`src/rtl/wide_serial_subtractor.sv`:
```
// ============================================================================
// Module      : wide_serial_subtractor
// Description : Multi-cycle WIDTH-bit subtractor, Diff = A - B - Bin, one
//               CHUNK-bit slice per clock, LSB slice first, valid/ready I/O.
//               Optional signed-overflow output under macro WIDE_SUB_OVF_EN.
// Revision    : 1.0 - initial release
// ============================================================================
`default_nettype none

module wide_serial_subtractor #(
    parameter int WIDTH = 100,
    parameter int CHUNK = 25
) (
    input  logic             clk,
    input  logic             rst_n,
    input  logic             in_valid,
    output logic             in_ready,
    input  logic [WIDTH-1:0] A,
    input  logic [WIDTH-1:0] B,
    input  logic             Bin,
    output logic             out_valid,
    input  logic             out_ready,
    output logic [WIDTH-1:0] Diff,
    output logic             Bout
`ifdef WIDE_SUB_OVF_EN
    ,
    output logic             ovf
`endif
);

    localparam int NSLICES = WIDTH / CHUNK;
    localparam int CNT_W   = (NSLICES > 1) ? $clog2(NSLICES) : 1;
    localparam int IDX_W   = (WIDTH > 1) ? $clog2(WIDTH) : 1;
    localparam logic [CNT_W-1:0] LAST_CNT = CNT_W'(NSLICES - 1);

    generate
        if ((WIDTH % CHUNK) != 0) begin : g_width_check
            $error("wide_serial_subtractor: WIDTH must be a multiple of CHUNK");
        end
    endgenerate

    typedef enum logic [1:0] {
        S_IDLE = 2'd0,
        S_CALC = 2'd1,
        S_DONE = 2'd2
    } state_t;

    state_t             state;
    logic [CNT_W-1:0]   cnt;
    logic               borrow;
    logic [WIDTH-1:0]   a_sh;
    logic [WIDTH-1:0]   b_sh;
    logic [IDX_W-1:0]   slice_base;
    logic [CHUNK:0]     slice_diff;

    // Operands shift right each CALC cycle, so the active slice is always in the low bits.
    assign slice_diff = {1'b0, a_sh[CHUNK-1:0]} - {1'b0, b_sh[CHUNK-1:0]}
                      - {{CHUNK{1'b0}}, borrow};
    assign slice_base = IDX_W'(cnt) * IDX_W'(CHUNK);

    always_ff @(posedge clk or negedge rst_n) begin
        if (!rst_n) begin
            state     <= S_IDLE;
            in_ready  <= 1'b1;
            out_valid <= 1'b0;
            Diff      <= '0;
            Bout      <= 1'b0;
            cnt       <= '0;
            borrow    <= 1'b0;
            a_sh      <= '0;
            b_sh      <= '0;
`ifdef WIDE_SUB_OVF_EN
            ovf       <= 1'b0;
`endif
        end else begin
            case (state)
                S_IDLE: begin
                    if (in_valid && in_ready) begin
                        a_sh     <= A;
                        b_sh     <= B;
                        borrow   <= Bin;
                        cnt      <= '0;
                        in_ready <= 1'b0;
                        state    <= S_CALC;
                    end
                end
                S_CALC: begin
                    Diff[slice_base +: CHUNK] <= slice_diff[CHUNK-1:0];
                    borrow <= slice_diff[CHUNK];
                    a_sh   <= a_sh >> CHUNK;
                    b_sh   <= b_sh >> CHUNK;
                    if (cnt == LAST_CNT) begin
                        Bout      <= slice_diff[CHUNK];
`ifdef WIDE_SUB_OVF_EN
                        // On the last slice the low CHUNK bits hold the operand MSBs.
                        ovf       <= (a_sh[CHUNK-1] != b_sh[CHUNK-1]) &
                                     (slice_diff[CHUNK-1] != a_sh[CHUNK-1]);
`endif
                        out_valid <= 1'b1;
                        cnt       <= '0;
                        state     <= S_DONE;
                    end else begin
                        cnt <= cnt + 1'b1;
                    end
                end
                S_DONE: begin
                    if (out_ready) begin
                        out_valid <= 1'b0;
                        in_ready  <= 1'b1;
                        state     <= S_IDLE;
                    end
                end
                default: begin
                    state     <= S_IDLE;
                    in_ready  <= 1'b1;
                    out_valid <= 1'b0;
                end
            endcase
        end
    end

endmodule

`default_nettype wire

```
`config.mk`:
```
export PLATFORM = sky130hd
export DESIGN_NAME = wide_serial_subtractor
export DESIGN_NICKNAME = d
export VERILOG_FILES = /design/src/rtl/wide_serial_subtractor.sv
export SDC_FILE = /design/constraint.sdc
export NUM_CORES = 1
export LEC_CHECK = 0
export BUFFER_PORTS_ARGS = -buffer_cell sky130_fd_sc_hd__buf_4
export CAP_MARGIN = 20
export CELL_PAD_IN_SITES_DETAIL_PLACEMENT = 1
export CELL_PAD_IN_SITES_GLOBAL_PLACEMENT = 2
export CORE_MARGIN = 2
export CORE_UTILIZATION = 35
export DETAILED_ROUTE_END_ITERATION = 8
export PLACE_DENSITY_LB_ADDON = 0.1
export SYNTH_ARGS = -nofsm -noshare
export SYNTH_HDL_FRONTEND = slang
export SYNTH_SLANG_ARGS = --single-unit
```
`constraint.sdc`:
```
create_clock -name clk -period 3.53 [get_ports clk]
set_input_delay 0.5295 -clock clk [delete_from_list [all_inputs] [get_ports clk]]
set_output_delay 0.5295 -clock clk [all_outputs]
set_load 0.03 [all_outputs]
```
==> reports/summary.md <==
The flow ran to the end, and the final reports show no timing, DRC or antenna violations. The run gives 4559 as the number of fillers in the final layout. In the synthesized netlist the dominant register cell turns out to be sky130_fd_sc_hd__dfrtp_1.

The critical-path maximum fanout was 5; the post-synthesis cell area was 14500 sq um. TritonCTS built the clock tree. The tree built by TritonCTS fans out to 308 sinks. The share of the synthesized area in the top cell type is 0.529. Setup repair after global routing left no endpoint under its margin. Clock tree synthesis inserted a total of 37 buffers. STA classifies the critical path startpoint as a flip-flop.

The floorplan has 74 rows. The core region is 40900 sq um. The number of nets handed over by synthesis was 1612. The clock passes through at most 3 buffers.

For the setup total negative slack, the log shows 0 ps. The count of pins on the block boundary came out at 308. Dividing the synthesized area by the synthesized cell count gives 10.7 sq um. By instance count, the leading cell after synthesis is sky130_fd_sc_hd__dfrtp_1. The logs give 3940 ps for the required time at the endpoint of the critical path and 4 for the number of search-and-repair iterations in the first detailed-routing pass.

Data on the critical path arrives at its endpoint at 3450 ps. The proportion of layout cells with a drive suffix above 1 came out at 0.248. The maximum clock frequency is 0.328 GHz.

By count the netlist is led by 307 x sky130_fd_sc_hd__dfrtp_1, 205 x sky130_fd_sc_hd__nand2_1, 181 x sky130_fd_sc_hd__o21ai_0. The worst setup slack after placement is 453 ps. The routed design has 44.7 mm of wire. The final cycle utilization of the critical path came out at 0.863.

The setup path with the least slack is of type reg -> reg. The clock latency on the worst-skew pair is 550 ps. The largest total area in the synthesized netlist belongs to sky130_fd_sc_hd__dfrtp_1.

After clock tree synthesis, the clock-pin slew on the worst setup and hold paths is 60 ps. Async set or reset register ratio after synthesis: 1.00. The kind of end point of the critical path is a flip-flop. After detailed routing, the number of remaining DRC violations is 0.

The number of enable flip-flop cells after synthesis was 0. The actual slew at the worst max-slew pin works out to 1050 ps. The tools report the cell at the root of the clock tree as sky130_fd_sc_hd__clkbuf_16.

The net count of the finished layout is 1896. The final critical path time including I/O delays and setup is 3050 ps. In this run the remaining antenna-violating nets after routing total 0. In this run the horizontal extent of the chip is 208 um. The total power density per cell area was 1130 nW/um^2; the area added between synthesis and finish was 28.6%.

The run gives 0.207 as the total track usage. The logs give 18700 sq um for the area of all placed cells without fillers and 43100 sq um for the total die area. Across the routed clock network, the largest skew measured is 12.3 ps. Dividing the detail-routed via count by the number of cells gives 5.03.

The max-slew violation count was 0; the number of warnings issued by yosys was 0. The max-cap violation count was 0; the global placer's final weighted congestion was 0.802. Summed over all nets, the half-perimeter wirelength after detailed placement is 32.6 mm. The quantity of I/O buffers inserted on ports came out at 307. The setup slack on the worst flop-to-flop path was 480 ps; the number of antenna violations at the first check in global routing was 2. The normalized max-slew margin came out at 0.295.

The count of instances resized after the clock tree is built was 0; the post-synthesis cell count was 1351. The worst-case IR drop observed on VDD is 0.000492 V. Buffers added to address setup during post-CTS repair amount to 0. For this design the static power due to leakage is 8.98 nW. The final count of hold timing violations was 0; the slack of the critical path was 482 ps. After global routing the overflow that remains totals 0. Sorting the synthesized cells by area gives the leading types as sky130_fd_sc_hd__dfrtp_1 53%, sky130_fd_sc_hd__mux2i_1 10%, sky130_fd_sc_hd__a22o_1 7.6%, sky130_fd_sc_hd__o21ai_0 6.2%, sky130_fd_sc_hd__nand2_1 5.3%. The H-tree generated during clock tree synthesis spans 2 levels. In this run, synthesis produced a sequential element count of 308. Depth of the worst register-to-register path: 10. The logs give 17400 sq um for the cell area after placement and 0 for the diode insertion count for antenna repair.

For the starting density of the core, the log shows 0.355. The path class of the tightest hold or removal check is in -> async. The total number of vias was 11000; the pin count of the biggest net entering global routing was 134.

The tools report the share of the yosys chip area belonging to registers as 0.531. The run gives 0 as the count of hold buffers inserted by post-cts repair. The first global-routing pass estimated 70.9 mm of wire. Counting distinct cell types in the post-synthesis netlist gives 57.

The via count of the first global-routing pass was 12000. The chip height was 208 um. For the total setup violations reported at the end of the flow, the log shows 0. After the first detailed-routing iteration, the DRC count stood at 448.

In the final routed layout, each cell accounts on average for 20.4 um.
-- report_power, final --
group          internal, mW  switching, mW  total [mW]
clock network          2.39           1.54        3.93
logic                  4.12           7.22        11.3
registers              4.99          0.886        5.88
total                  11.5           9.65        21.2
-- layout make-up --
class / count / area (sq um) / share of cell area
sequential: 308 / 7710 / 0.413
clock inverter: 15 / 156 / 0.00838
timing repair buffer: 328 / 2540 / 0.136
multi-input combinational: 880 / 6190 / 0.332
clock buffer: 53 / 1100 / 0.0589
inverter: 80 / 300 / 0.0161
tap: 532 / 666 / 0.0357
-- cell usage in the layout (no fill, tap or decap), drive strengths merged, types with 4 or more instances in the layout --
cell,netlist,layout
nor3,10,10
nand2,205,205
dfrtp,307,307
o31ai,4,4
nor2b,4,4
a22o,126,126
xnor2,12,12
o21ai,190,190
xor2,10,10
mux2i,150,150
clkbuf,52,53
o21a,4,4
clkinv,0,10
ha,54,54
a21oi,30,30
nor2,18,18
or3,5,5
nand4,8,8
a21o,8,8
inv,80,81
buf,31,328
-- logic make-up (layout without fill, tap and decap cells) --
family,count (synthesis),in the layout,share of synthesized area
compound gates,387,387,0.181
flops,308,308,0.531
simple gates,265,265,0.0772
buf+inv,163,476,0.0447
mux,150,150,0.103
fa+ha+maj,56,56,0.0493
xor+xnor,22,22,0.0133
-- routing by layer --
metal | up-vias | share of wire | GRT usage
met4 | 4 | 0.017 | 0.0533
li1 | 5326 | - | -
met1 | 5428 | 0.45 | 0.276
met2 | 240 | 0.47 | 0.337
met3 | 46 | 0.062 | 0.0539
met5 | - | 0.00067 | 0
-- final timing paths --
path / endpoint / from
max: Diff[97] / borrow
min: Diff[52] / rst_n
max reg2reg: Diff[97] / borrow
min reg2reg: a_sh[47] / a_sh[47]
max in group asynchronous: b_sh[83] / rst_n
min in group clk: state[1] / out_ready
-- through the flow --
| step | util | hold WS, ps | instances | power, mW |
|---|---|---|---|---|
| after global placement | 0.425 | 460 | 2128 | 17.2 |
| after global routing | 0.456 | 42.4 | 2196 | 22.9 |
| final | 0.456 | 7.55 | 2196 | 21.2 |
| after floorplan | - | 234 | 1351 | 13.7 |
| after CTS | 0.456 | 14.7 | 2196 | 21.5 |
| after detailed placement | 0.425 | 470 | 2128 | 17.4 |
-- critical path, stage by stage, from the launching register on --
cell and delay, ps:
sky130_fd_sc_hd__dfrtp_1 350, sky130_fd_sc_hd__inv_1 70, sky130_fd_sc_hd__fa_1 460, sky130_fd_sc_hd__fa_1 440, sky130_fd_sc_hd__nor3b_2 220, sky130_fd_sc_hd__o21ai_2 110, sky130_fd_sc_hd__o22ai_2 280, sky130_fd_sc_hd__o211ai_1 220
sky130_fd_sc_hd__a21oi_1 200, sky130_fd_sc_hd__xor2_1 410, sky130_fd_sc_hd__o21ai_1 140
-- flip-flops by register name, indices dropped and copies added (netlist names) --
name / flops
in_ready: 1
state: 2
out_valid: 1
Diff: 100
borrow: 1
a_sh: 100
cnt: 2
Bout: 1
b_sh: 100
Power figures use the tool's default switching activity.
